**config.mk**
```make
export PLATFORM = sky130hd
export DESIGN_NAME = udp_tx_arbiter
export DESIGN_NICKNAME = d
export VERILOG_FILES = /design/src/rtl/udp_tx_arbiter.sv
export SDC_FILE = /design/constraint.sdc
export NUM_CORES = 1
export LEC_CHECK = 0
export ABC_AREA = 0
export BUFFER_PORTS_ARGS = -buffer_cell sky130_fd_sc_hd__buf_2
export CORE_AREA = 2 2 94 96
export CTS_CLUSTER_SIZE = 8
export DETAILED_ROUTE_END_ITERATION = 8
export DIE_AREA = 0 0 96 98
export GPL_ROUTABILITY_DRIVEN = 0
export GPL_TIMING_DRIVEN = 0
export PLACE_DENSITY = 0.66
export SYNTH_ARGS = -nofsm -noshare
export SYNTH_HDL_FRONTEND = slang
export SYNTH_SLANG_ARGS = --single-unit
```
**constraint.sdc**
```tcl
create_clock -name clock -period 5.8 [get_ports clock]
set_clock_uncertainty 0.15 [all_clocks]
set_input_delay 1.45 -clock clock [delete_from_list [all_inputs] [get_ports clock]]
set_output_delay 1.45 -clock clock [all_outputs]
set_load 0.01 [all_outputs]
```
**src/rtl/udp_tx_arbiter.sv**
```systemverilog
// Frame-level round-robin arbiter sharing one UDP TX header+payload stream among N_PORTS sources.
// A per-frame watchdog closes a stalled frame with an error beat, then drains the source to its tlast.
module udp_tx_arbiter #(
  parameter int          N_PORTS = 2,
  parameter int          DATA_W  = 8,
  parameter int          HDR_W   = 64,
  parameter logic [15:0] TIMEOUT = 16'd1024
) (
  input  logic                        clock,
  input  logic                        reset,
  input  logic [N_PORTS-1:0]          s_hdr_valid,
  output logic [N_PORTS-1:0]          s_hdr_ready,
  input  logic [N_PORTS*HDR_W-1:0]    s_hdr_data,
  input  logic [N_PORTS*DATA_W-1:0]   s_payload_tdata,
  input  logic [N_PORTS-1:0]          s_payload_tvalid,
  output logic [N_PORTS-1:0]          s_payload_tready,
  input  logic [N_PORTS-1:0]          s_payload_tlast,
  input  logic [N_PORTS-1:0]          s_payload_tuser,
  output logic                        m_hdr_valid,
  input  logic                        m_hdr_ready,
  output logic [HDR_W-1:0]            m_hdr_data,
  output logic [DATA_W-1:0]           m_payload_tdata,
  output logic                        m_payload_tvalid,
  input  logic                        m_payload_tready,
  output logic                        m_payload_tlast,
  output logic                        m_payload_tuser,
  output logic [1:0]                  grant,
  output logic                        busy,
  output logic                        abort
);

  typedef enum logic [2:0] {S_IDLE, S_HDR, S_PAYLOAD, S_TERM, S_DRAIN} state_t;

  state_t              r_state, w_next;
  logic [1:0]          r_grant, r_last_grant, w_pick;
  logic [15:0]         r_cnt;
  logic                w_any;
  logic [N_PORTS-1:0]  w_gnt_oh;
  logic                w_sel_hvalid, w_sel_pvalid, w_sel_plast, w_sel_puser;
  logic [HDR_W-1:0]    w_sel_hdata;
  logic [DATA_W-1:0]   w_sel_pdata;
  logic                w_pay_hs, w_expire;

  // Granted-port mux, built from a one-hot so no index ever exceeds N_PORTS
  always_comb begin
    w_gnt_oh     = '0;
    w_sel_hvalid = 1'b0;
    w_sel_hdata  = '0;
    w_sel_pvalid = 1'b0;
    w_sel_pdata  = '0;
    w_sel_plast  = 1'b0;
    w_sel_puser  = 1'b0;
    for (int i = 0; i < N_PORTS; i++) begin
      if (r_grant == 2'(i)) begin
        w_gnt_oh[i]  = 1'b1;
        w_sel_hvalid = s_hdr_valid[i];
        w_sel_hdata  = s_hdr_data[i*HDR_W +: HDR_W];
        w_sel_pvalid = s_payload_tvalid[i];
        w_sel_pdata  = s_payload_tdata[i*DATA_W +: DATA_W];
        w_sel_plast  = s_payload_tlast[i];
        w_sel_puser  = s_payload_tuser[i];
      end
    end
  end

  // Round-robin search starting just after the previous frame's owner
  always_comb begin
    w_pick = r_last_grant;
    w_any  = 1'b0;
    for (int k = 1; k <= N_PORTS; k++) begin
      for (int j = 0; j < N_PORTS; j++) begin
        if (!w_any && j == (int'(r_last_grant) + k) % N_PORTS && s_hdr_valid[j]) begin
          w_any  = 1'b1;
          w_pick = 2'(j);
        end
      end
    end
  end

  assign w_pay_hs = w_sel_pvalid && m_payload_tready;
  // A handshake in the expiry cycle wins: the frame is still alive
  assign w_expire = (TIMEOUT != 16'd0) && (r_cnt == TIMEOUT - 16'd1) && !w_pay_hs;

  always_comb begin
    w_next           = r_state;
    s_hdr_ready      = '0;
    s_payload_tready = '0;
    m_hdr_valid      = 1'b0;
    m_hdr_data       = '0;
    m_payload_tdata  = '0;
    m_payload_tvalid = 1'b0;
    m_payload_tlast  = 1'b0;
    m_payload_tuser  = 1'b0;
    abort            = 1'b0;
    case (r_state)
      S_IDLE: if (w_any) w_next = S_HDR;
      S_HDR: begin
        m_hdr_valid = w_sel_hvalid;
        m_hdr_data  = w_sel_hdata;
        s_hdr_ready = w_gnt_oh & {N_PORTS{m_hdr_ready}};
        if (w_sel_hvalid && m_hdr_ready) w_next = S_PAYLOAD;
      end
      S_PAYLOAD: begin
        m_payload_tdata  = w_sel_pdata;
        m_payload_tvalid = w_sel_pvalid;
        m_payload_tlast  = w_sel_plast;
        m_payload_tuser  = w_sel_puser;
        s_payload_tready = w_gnt_oh & {N_PORTS{m_payload_tready}};
        if (w_pay_hs && w_sel_plast) w_next = S_IDLE;
        else if (w_expire) begin
          abort  = 1'b1;
          w_next = S_TERM;
        end
      end
      S_TERM: begin
        m_payload_tvalid = 1'b1;
        m_payload_tlast  = 1'b1;
        m_payload_tuser  = 1'b1;
        if (m_payload_tready) w_next = S_DRAIN;
      end
      S_DRAIN: begin
        s_payload_tready = w_gnt_oh;
        if (w_sel_pvalid && w_sel_plast) w_next = S_IDLE;
      end
      default: w_next = S_IDLE;
    endcase
  end

  always_ff @(posedge clock) begin
    if (reset) begin
      r_state      <= S_IDLE;
      r_grant      <= '0;
      r_last_grant <= 2'(N_PORTS - 1);
      r_cnt        <= '0;
    end else begin
      r_state <= w_next;
      if (r_state == S_IDLE && w_any) r_grant <= w_pick;
      if (r_state != S_IDLE && w_next == S_IDLE) r_last_grant <= r_grant;
      // Held at zero outside PAYLOAD, so every frame starts with a fresh count
      if (r_state != S_PAYLOAD || w_pay_hs) r_cnt <= '0;
      else if (r_cnt != 16'hFFFF)           r_cnt <= r_cnt + 16'd1;
    end
  end

  assign grant = r_grant;
  assign busy  = (r_state != S_IDLE);

endmodule

```
---- Word-level counts from Yosys, hierarchy flattened ----
Cells that the tools add are included.
Widths: inputs -> output; s select.
storage, ports and cells
  word-level logic and storage cells ...... 87
  output and inout port bits .............. 84
  input port bits ......................... 156
  register bits after elaboration ......... 23
cells by class
  bitwise logic cells ..................... 4
  reductions and logical operators ........ 26
  add/subtract/negate cells ............... 3
  eq/ne operators ......................... 10
  muxes and demuxes ....................... 40
operator list
  operator               number
  $mux 64                3
  $logic_not 32->1       2
  $mux 8                 3
  $mux 1                 18
  $mux 3                 6
  $add 16x1->16 const B  1
  $eq 16x10->1 const B   1
  $ne 16x16->1 const B   1
  $pmux 3 s5             1
  $logic_and 1x1->1      14
  $mux 2                 5
  $eq 3x2->1 const B     2
  $logic_not 3->1        2
  $pmux 1 s2             3
  $and 2x2->2            2
  $eq 2x2->1 const A     2
  $logic_not 1->1        4
  $pmux 2 s2             1
  $eq 3x1->1 const B     1
  $eq 3x3->1 const B     1
  $ne 3x2->1 const B     1
  $reduce_bool 3->1      1
  $add 1x1->1 const B    2
  $and 1x1->1 const A    2
  4 further kinds        4

---- Depth between registers and ports, before layout ----
Gate-level depths: netlist (run 1).
  depth after elaboration ................. 21
  depth in mapped cells ................... 7

---- Worst setup path after synthesis (run 1) ----
OpenSTA, ideal clock, no wires.
  path kind ............................... input-to-output
  start ................................... input port s_payload_tvalid[1]
  end ..................................... output port abort
  path buffers ............................ 0
  stages on the path ...................... 3
  arrival time ............................ 2.053 ns
  slack ................................... 2.147 ns
  data required time ...................... 4.200 ns
  cell sequence ........................... mux2i_1 > o311ai_0 > nor3_2
on the way
  word-level cells in the longest chain between the ends .. 7
RTL lines
  what                   line  text
  from (decl)            15    input logic [N_PORTS-1:0] s_payload_tvalid,
  $mux 1 (*)             54    if (r_grant == 2'(i)) begin
  $logic_and 1x1->1 (*)  80    assign w_pay_hs = w_sel_pvalid && m_payload_tready;
  $logic_not 1->1        82    assign w_expire = (TIMEOUT != 16'd0) && (r_cnt == TIMEOUT - 16'd1) && !w_pay_hs;
  $logic_and 1x1->1      82
  $mux 1                 110   else if (w_expire) begin
  $mux 1 (*)             109   if (w_pay_hs && w_sel_plast) w_next = S_IDLE;
  $mux 1 (*)             95    case (r_state)
  to (decl)              29    output logic abort
Mark *: on every way between the ends. The rest lies on a longest branch, timed or not.

---- Worst setup path in the final report (run 1) ----
  start ................................... input port m_payload_tready
  end ..................................... output port abort
on the way
  word-level cells in the longest chain between the ends .. 6
RTL lines
  what                   line  text
  from (decl)            24    input logic m_payload_tready,
  $logic_and 1x1->1 (*)  80
  $logic_not 1->1        82
  $logic_and 1x1->1      82
  $mux 1                 110
  $mux 1 (*)             109
  $mux 1 (*)             95
Marked as above.

==> results of run 1 <==
-- critical path: cells and delay by family --
kind,cells,cell delay (ns)
AO/OA/AOI/OAI,1,0.55
AND/OR/NAND/NOR,1,0.16
buffers and inverters,3,0.36
-- cells in the final DEF (no fill, tap or decap), types with 4 or more instances in the layout --
| cell | n |
|---|---|
| buf_2 | 244 |
| and4_1 | 4 |
| buf_1 | 5 |
| and2_1 | 6 |
| a21oi_1 | 8 |
| o21ai_0 | 7 |
| nor2_1 | 95 |
| nand2_1 | 7 |
| dfxtp_1 | 22 |
| xor2_1 | 11 |
| clkbuf_8 | 4 |
| clkbuf_1 | 10 |
| nand4_1 | 5 |
| inv_1 | 5 |
| nor3_1 | 4 |
| mux2i_1 | 76 |
| and3_1 | 4 |
| o211ai_1 | 7 |
-- area by class of cell --
type / instances / area [um2]
Inverter: 5 / 18.8
Clock buffer: 4 / 55.1
Tap cell: 108 / 135
Fill cell: 899 / 4720
Buffer: 25 / 119
Timing Repair Buffer: 238 / 1190
Sequential cell: 22 / 440
Multi-Input combinational cell: 266 / 1790
-- state kept, by name, indices dropped and copies added, names as in the netlist --
signal        cells
grant             2
r_cnt            16
r_last_grant      1
r_state           3
-- where the power goes --
| group | total, mW | leakage [nW] | switching [mW] | internal, mW |
|---|---|---|---|---|
| combinational | 0.266 | 1.69 | 0.143 | 0.122 |
| clock | 0.109 | 0.0288 | 0.0489 | 0.0605 |
| sequential | 0.156 | 0.178 | 0.00274 | 0.153 |
-- how the worst max path moves through the flow --
stage            end  cells past startpoint
2_1_floorplan  abort                      3
3_3_place_gp   abort                      5
4_1_cts        abort                      5
6_report       abort                      5
5_1_grt        abort                      5
3_5_place_dp   abort                      5
-- cell usage after synthesis (2+ instances only) --
library cell and n:
dfxtp_1 22, and4_1 4, and3_1 4, a21oi_1 8, buf_6 2, clkbuf_2 2, buf_1 5, o211ai_1 7
o21ai_0 7, nor4_1 3, a32oi_1 3, nand2_1 7, mux2i_1 76, inv_1 5, nor3_1 4, and2_1 6
nand4b_1 2, clkbuf_1 10, buf_2 6, a41oi_1 2, nand4_1 5, xor2_1 11, nor2_1 95, nand3_1 3
-- through the flow --
stage               std cells  power [mW]  instance area (um2)
global route              668       0.567                 3750
detailed placement        664       0.426                 3690
CTS                       668       0.537                 3750
global placement          664       0.423                 3690
finish                    668       0.531                 3750
floorplan                 318       0.297                 2370
-- kinds of logic after synthesis --
kind of cell | after synthesis | synth area share, %
buffers and inverters | 30 | 5.82
adders and majority gates | 1 | 0.529
muxes | 77 | 32.6
and+or+nand+nor | 144 | 28.7
xor gates and xnor gates | 12 | 4.44
AOI/OAI and AO/OA | 32 | 9.25
DFF | 22 | 18.6
-- routing by layer --
metal	track usage, %	wire length (um)	vias up
li1	-	-	1593
met2	36.3	5150	122
met1	28.7	4580	1509
met3	8.87	1230	10
met5	0	0	-
met4	2.86	126	0
==> impl_metrics.ini, run 1 <==
[detailed_routing]
drtAntennaViolNets = 0
vias = 3234
wl_per_cell_um = 16.6
drt_wl_total_um = 11100
drc = 0
via_per_inst = 4.84
first_iter_violations = 106
drt_pass1_iterations = 4

[critical_path]
slowest_stage = o311ai_0
critPathMaxFanout = 5
reg2reg_depth = 5
timing.reg2reg.setup_slack_ns = 3.77
worstPathArrival_ns = 2.53
crit_start = m_payload_tready
slowest_delay_ns = 0.55
worstSetupEndpointType = output pin
reg2reg_to = r_last_grant[0]$_SDFFE_PP1P_
cp_common_cell = buf_2
criticalPathCategory = primary input to output pin
reg2reg_from = grant[1]$_SDFFE_PP0P_
crit_required_ns = 4.20
critPathLaunchType = primary input
path_cells = buf_2, inv_1, o311ai_0, nor3_2, buf_2

[yosys]
synthDominantCellAreaShare_pct = 32.2
yosysWarnings = 0
syn_inst = 318
synth_area_mm2 = 0.00237
synth.net_count = 475
synth_cell_types = 43
avgSynthCellArea_um2 = 7.44
ys.flop_type = dfxtp_1
synth_area_leader_cell = mux2i_1
synth-edff-count = 0
netlist_top_cells_area = mux2i_1, dfxtp_1, nor2_1
synth-seq-cells = 22
ys_seq_area_share_pct = 18.6
async_flop_share_pct = 0

[cts]
clockRootBuffer = clkbuf_8
cts_setup_buffers = 0
cts-buffers-inserted = 3
cts_tree = done
clkTransAtPathRegs_ns = 0.08
clk_latency_ns = 0.26
cts_num_sinks = 22
cts_buffer_depth = 2
h-tree-depth = 1
cts_resized = 0
cts_hold_buffers = 0

[floorplan]
die_area_mm2 = 0.00941
initial_core_util_pct = 27.9
core_mm2 = 0.00847
boundaryPins = 240
rows = 34
fp.dieW_um = 96
die_h_um = 98

[worst_hold_path]
hp-start = r_cnt[1]$_SDFFE_PP0P_
hold_path.class = flip-flop to flip-flop
min_to = r_cnt[1]$_SDFFE_PP0P_
hold_depth = 2

[global_route]
grt_start_max_net_pins = 13
grt_pass1_vias = 3193
antenna_found_initial = 0
grt_use_total_pct = 22.4
grt_overflow_total = 0
grt_pass1_wl_um = 16500

[layout]
drive_gt1_share_pct = 45.9
area_growth_pct = 58.4
diodes = 0
fin_nets = 718
post-route-util_pct = 44.3

[placed_design]
dp_worst_setup_slack_ns = 1.66
dpl.hpwl_um = 9640
portBuffers = 238

[sta]
worst_slack_ns = 1.67
max-slew-margin-rel_pct = 49.1
fin_tns_setup_ns = 0
period_share_pct = 71.2
layout_min_cycle_time_ns = 4.13
report.final.slew_viol_count = 0
worst_slew_pin_slew_ns = 0.756
finalHoldWorstSlack_ns = 0.322
rsz0062_at_grt = false
hold_violations = 0
fmax_mhz = 242
setup_viol = 0

[flow_run]
maxCapViolations = 0

[power_and_ir_drop]
power_leakage_nw = 1.89
p_per_area_mw_per_mm2 = 142
peakVddDrop_mv = 0.0715

[run_status]
status = completed
(Power assumes the default switching activity.)
==> run 2: changes to the inputs <==
ABC_AREA = 1   (was 0)
CORE_AREA = 2 2 92 94   (was 2 2 94 96)
DIE_AREA = 0 0 94 96   (was 0 0 96 98)
PLACE_DENSITY = 0.73   (was 0.66)
clock period = 3.7 ns   (was 5.8 ns; I/O delays follow)
==> run 2 against run 1 <==
Against the previous run: sequential cell count unchanged; largest cell class unchanged; area after synthesis increased by 5.8%; die area decreased by 4.1%; critical endpoint is now m_hdr_data[51]; via count increased by 23%.
==> impl_metrics.ini, run 2 <==
[layout]
fillers = 871
final_cell_mix = buf_2, nand2_1, nand3_1, a21oi_1, inv_1
fin_nets = 855
layout_commonest_cell = buf_2
largest_register = r_cnt
largest_reg_flops = 16
area_growth_pct = 54.7
diodes = 0
drive_gt1_share_pct = 39.7

[worst_hold_path]
hold_path.class = flip-flop to flip-flop

[detailed_routing]
first_iter_violations = 186
drt_wl_total_um = 11700
drt_pass1_iterations = 4
via_per_inst = 4.97
vias = 3980
routed-wl-met3_um = 826
dr_wl_met2_um = 5780
drt-met1-wl_um = 4920
drtAntennaViolNets = 0
wl_per_cell_um = 14.7
top_layer_used = met4
drc = 0

[critical_path]
cp_common_cell = buf_2
path_cells = buf_6, nor2_4, buf_2, clkbuf_1, nand2_1, a21oi_1, buf_2
worstSetupEndpointType = output pin
crit_required_ns = 2.62
cp_num_buf_inv = 4
crit_family = buffers and inverters
criticalPathCategory = flip-flop to output pin
slowest_delay_ns = 0.38
slowest_stage = clkbuf_1
critPathLaunchType = flip-flop
critPathMaxFanout = 10
worstPathArrival_ns = 2.05

[global_route]
grt_pass1_vias = 3384
grt_overflow_total = 0
antenna_found_initial = 0
grt_start_max_net_pins = 12
grt_use_total_pct = 23.2
grt_pass1_wl_um = 16600

[floorplan]
initial_core_util_pct = 31.1
rows = 33
fp.dieW_um = 94
boundaryPins = 240
core_mm2 = 0.00805
die_area_mm2 = 0.00902
die_h_um = 96

[cts]
cts_resized = 0
cts-buffers-inserted = 3
cts_tree = done
clockRootBuffer = clkbuf_8
clkTransAtPathRegs_ns = 0.07
cts_hold_buffers = 0
cts_num_sinks = 22
cts_buffer_depth = 2
clk_latency_ns = 0.26
cts_setup_buffers = 0
h-tree-depth = 1

[power_and_ir_drop]
p_per_area_mw_per_mm2 = 216
seq_power_share_pct = 29.6
p_switching_uw = 335
power.internal_uw = 501
p_total_uw = 836
power_leakage_nw = 2.14
peakVddDrop_mv = 0.227
comb_power_share_pct = 53.2
clkPwrFrac_pct = 17.2
p_sw_share_pct = 40.1

[yosys]
ys.flop_type = dfxtp_1
synth-seq-cells = 22
syn_inst = 454
synth_area_leader_cell = nand3_1
synthDominantCellAreaShare_pct = 19.0
async_flop_share_pct = 0
yosysWarnings = 0
synth_area_mm2 = 0.00250
netlist_top_cells_count = nand2_1, nand3_1, a21oi_1, inv_1, dfxtp_1
avgSynthCellArea_um2 = 5.51
netlist_top_cells_area = nand3_1, nand2_1, dfxtp_1
ys_seq_area_share_pct = 17.6
synth.net_count = 611
synth_cell_types = 33
yosysMostFrequentCell = nand2_1
synth-edff-count = 0

[sta]
layout_min_cycle_time_ns = 3.12
fmax_mhz = 320
hold_violations = 0
max-slew-margin-rel_pct = 60.8
report.final.slew_viol_count = 0
worst_slew_pin_slew_ns = 0.587
setup_viol = 0
period_share_pct = 84.4
rsz0062_at_grt = false
fin_tns_setup_ns = 0

[run_status]
status = completed

[placed_design]
dpl.hpwl_um = 9840
portBuffers = 239

[flow_run]
maxCapViolations = 0
## run 2: changes by cell type in the layout (fill, tap and decap cells not counted), moves of 9 or more
cell,previous run,this run
a21oi_1,8,86
inv_1,5,32
mux2i_1,76,0
nand2_1,7,120
nand3_1,3,95
nor2_1,95,15
xor2_1,11,2
## run 2: metrics by stage
step	instance area, um2	std cells	setup slack (ns)	utilization [%]	hold slack (ns)
finish	3870	801	0.578	48.1	0.311
global route	3870	801	0.449	48.1	0.366
CTS	3870	801	0.579	48.1	0.315
detailed placement	3830	798	0.883	47.6	0.294
global placement	3830	798	0.892	47.6	0.296
floorplan	2500	454	1.23	-	0.278
## run 2: final timing paths
path	startpoint	depth (start not counted)	to	slack [ns]
worst min register to register	r_last_grant[0]$_SDFFE_PP1P_	2	r_last_grant[0]$_SDFFE_PP1P_	0.31
worst max register to register	r_cnt[0]$_SDFFE_PP0P_	9	r_cnt[1]$_SDFFE_PP0P_	1.82
worst min-delay path	r_last_grant[0]$_SDFFE_PP1P_	2	r_last_grant[0]$_SDFFE_PP1P_	0.31
worst max-delay path	grant[0]$_SDFFE_PP0P_	7	m_hdr_data[51]	0.58
## run 2: cells by family (layout without fill, tap and decap cells)
logic type / after synthesis / after routing / share of synthesized area, %
DFF: 22 / 22 / 17.6
buffers and inverters: 71 / 313 / 12.2
adders and majority gates: 1 / 1 / 0.500
AOI/OAI and AO/OA: 102 / 102 / 21.3
xor gates and xnor gates: 4 / 4 / 1.40
and+or+nand+nor: 254 / 254 / 47.1
## run 2: area by class of cell
class	count	area [um2]	share of cell area, %
sequential	22	440	11.4
multi-input combinational	361	1760	45.4
timing repair buffer	239	1200	30.9
inverter	39	146	3.78
tap	105	131	3.39
clock buffer	3	41.3	1.07
buffer	32	159	4.10
## run 2: power groups by stage
stage / Clock [mW] / Combinational, mW / Sequential, mW
2_1_floorplan: 0 / 0.236 / 0.252
3_3_place_gp: 0 / 0.438 / 0.253
3_5_place_dp: 0 / 0.443 / 0.253
4_1_cts: 0.150 / 0.445 / 0.247
5_1_grt: 0.159 / 0.492 / 0.248
6_report: 0.144 / 0.444 / 0.247
## run 2: routing by layer
layer	track usage [%]	vias up
li1	-	2008
met1	30.6	1772
met2	40.6	179
met3	2.58	21
met4	5.80	0
met5	0	-
## run 2: worst reg2reg max path, cell delays in order, from the launching register on
cell	delay [ns]
dfxtp_1	0.41
ha_1	0.28
nand3_1	0.15
inv_1	0.09
nand2_2	0.09
inv_1	0.08
nand2_1	0.20
inv_2	0.17
nand2_1	0.07
a21oi_1	0.12
==> run 3: changes to the inputs <==
ABC_AREA = 0   (was 1)
CORE_AREA = 2 2 93 95   (was 2 2 92 94)
DIE_AREA = 0 0 95 97   (was 0 0 94 96)
PLACE_DENSITY = 0.7   (was 0.73)
clock period = 2.7 ns   (was 3.7 ns; I/O delays follow)
==> run 3 against run 2 <==
Against the previous run: combinational power rose by 28%; design area fell by 1.4%; total power rose by 46%; register-to-register slack got worse by 1.1 ns; critical endpoint is now m_hdr_data[50]; largest power group unchanged.
==> impl_metrics.ini, run 3 (same netlist as run 1, synthesis figures left out) <==
[run_status]
status = completed

[flow_run]
maxCapViolations = 0

[sta]
hold_violations = 0
setup_viol = 0
layout_min_cycle_time_ns = 2.64
period_share_pct = 97.7
report.final.slew_viol_count = 0
fmax_mhz = 379
worst_slew_pin_slew_ns = 0.570
rsz0062_at_grt = false
max-slew-margin-rel_pct = 61.5

[critical_path]
worstPathArrival_ns = 1.81
criticalPathCategory = flip-flop to output pin
path_cells = clkbuf_2, nor2_1, nand3b_1, buf_4, buf_2, nor2_1, buf_2
critPathLaunchType = flip-flop
reg2reg_depth = 6
worstSetupEndpointType = output pin
crit_required_ns = 1.88
slowest_delay_ns = 0.33
slowest_stage = dfxtp_1
critPathMaxFanout = 10

[detailed_routing]
drtAntennaViolNets = 0
drt_wl_total_um = 10400
vias = 3193
wl_per_cell_um = 15.6
first_iter_violations = 112
via_per_inst = 4.78
drt_pass1_iterations = 4
drc = 0

[floorplan]
fp.dieW_um = 95
rows = 33
boundaryPins = 240
core_mm2 = 0.00813
die_area_mm2 = 0.00922
initial_core_util_pct = 29.1
die_h_um = 97

[layout]
fillers = 827
drive_gt1_share_pct = 48.8
largest_reg_flops = 16
area_growth_pct = 61.3
layout_commonest_cell = buf_2
final_cells = 668
fin_nets = 719
final_cell_mix = buf_2, nor2_1, mux2i_1, dfxtp_1, xor2_1
largest_register = r_cnt

[cts]
clkTransAtPathRegs_ns = 0.08
cts-buffers-inserted = 3
clockRootBuffer = clkbuf_8
cts_num_sinks = 22
clk_latency_ns = 0.27
cts_buffer_depth = 2
cts_tree = done
h-tree-depth = 1
cts_hold_buffers = 0

[power_and_ir_drop]
p_per_area_mw_per_mm2 = 319
p_total_mw = 1.22
peakVddDrop_mv = 0.235
power_leakage_nw = 1.95

[global_route]
grt_busiest_layer = met2
grt_start_max_net_pins = 14
grt_overflow_total = 0
met2_usage_pct = 36.0
grt_use_total_pct = 21.7
antenna_found_initial = 3
grt_pass1_vias = 3047
use_met3_pct = 7.32
grtUsageMet1_pct = 27.4
grt_pass1_wl_um = 15800

[placed_design]
dpl.cell_count = 661
dpl.hpwl_um = 8920
portBuffers = 238

[worst_hold_path]
hold_path.class = flip-flop to flip-flop
hold_depth = 2
run 3: changes by cell type in the layout (fill, tap and decap cells not counted), moves of 27 or more:
cell and delta:
a21oi_1 -78, inv_1 -27, nor2_1 +79, nand3_1 -92
nand2_1 -113, mux2i_1 +76
run 3: per-stage QoR:
stage	instance area (um2)	hold WS, ns	TNS [ns]	setup slack [ns]	util [%]
2_1_floorplan	2370	0.298	0	0.396	-
3_3_place_gp	3690	0.307	-5.49	-0.179	45.3
3_5_place_dp	3690	0.317	-7.53	-0.200	45.3
4_1_cts	3780	0.329	0	0.00771	46.5
5_1_grt	3810	0.357	0	0.00587	46.9
6_report	3820	0.331	0	0.0608	46.9
run 3: layout make-up:
type	count	area, um2	share of cell area, %
Antenna cell	2	5.00	0.131
Buffer	24	145	3.80
Clock buffer	3	41.3	1.08
Clock inverter	1	30.0	0.787
Inverter	5	18.8	0.492
Multi-Input combinational cell	266	1800	47.1
Sequential cell	22	442	11.6
Tap cell	105	131	3.44
Timing Repair Buffer	240	1210	31.6
run 3: layer usage:
| metal | wire length (um) | share of wire [%] |
|---|---|---|
| met1 | 4210 | 40 |
| met2 | 4950 | 48 |
| met3 | 1120 | 11 |
| met4 | 102 | 0.98 |
| met5 | 26 | 0.25 |
run 3: power by group:
group / leakage [nW] / total [mW] / switching [mW] / internal (mW)
clock network: 0.0357 / 0.312 / 0.113 / 0.198
logic: 1.73 / 0.570 / 0.298 / 0.272
registers: 0.178 / 0.336 / 0.00606 / 0.330
total: 1.95 / 1.22 / 0.418 / 0.801
run 3: path summary, 6_finish.rpt:
kind                          from                    end  slack [ns]
min reg2reg  r_cnt[1]$_SDFFE_PP0P_  r_cnt[1]$_SDFFE_PP0P_        0.33
max          grant[1]$_SDFFE_PP0P_         m_hdr_data[50]        0.06
min          r_cnt[1]$_SDFFE_PP0P_  r_cnt[1]$_SDFFE_PP0P_        0.33
max reg2reg  r_cnt[2]$_SDFFE_PP0P_  r_cnt[6]$_SDFFE_PP0P_        0.70
run 3: timing repair:
action / CTS / global route
gates resized for setup: 12 / 11
pin swaps: 0 / 1
buffers inserted: 1 / 1
gates cloned: 0 / 0
endpoints found under the setup margin: 64 / 64
run 3: worst max-delay path, delay by kind of cell, from the launching register on:
kind | cells | cell delay [ns]
and+or+nand+nor | 3 | 0.46
buffers and inverters | 4 | 0.75
DFF | 1 | 0.33
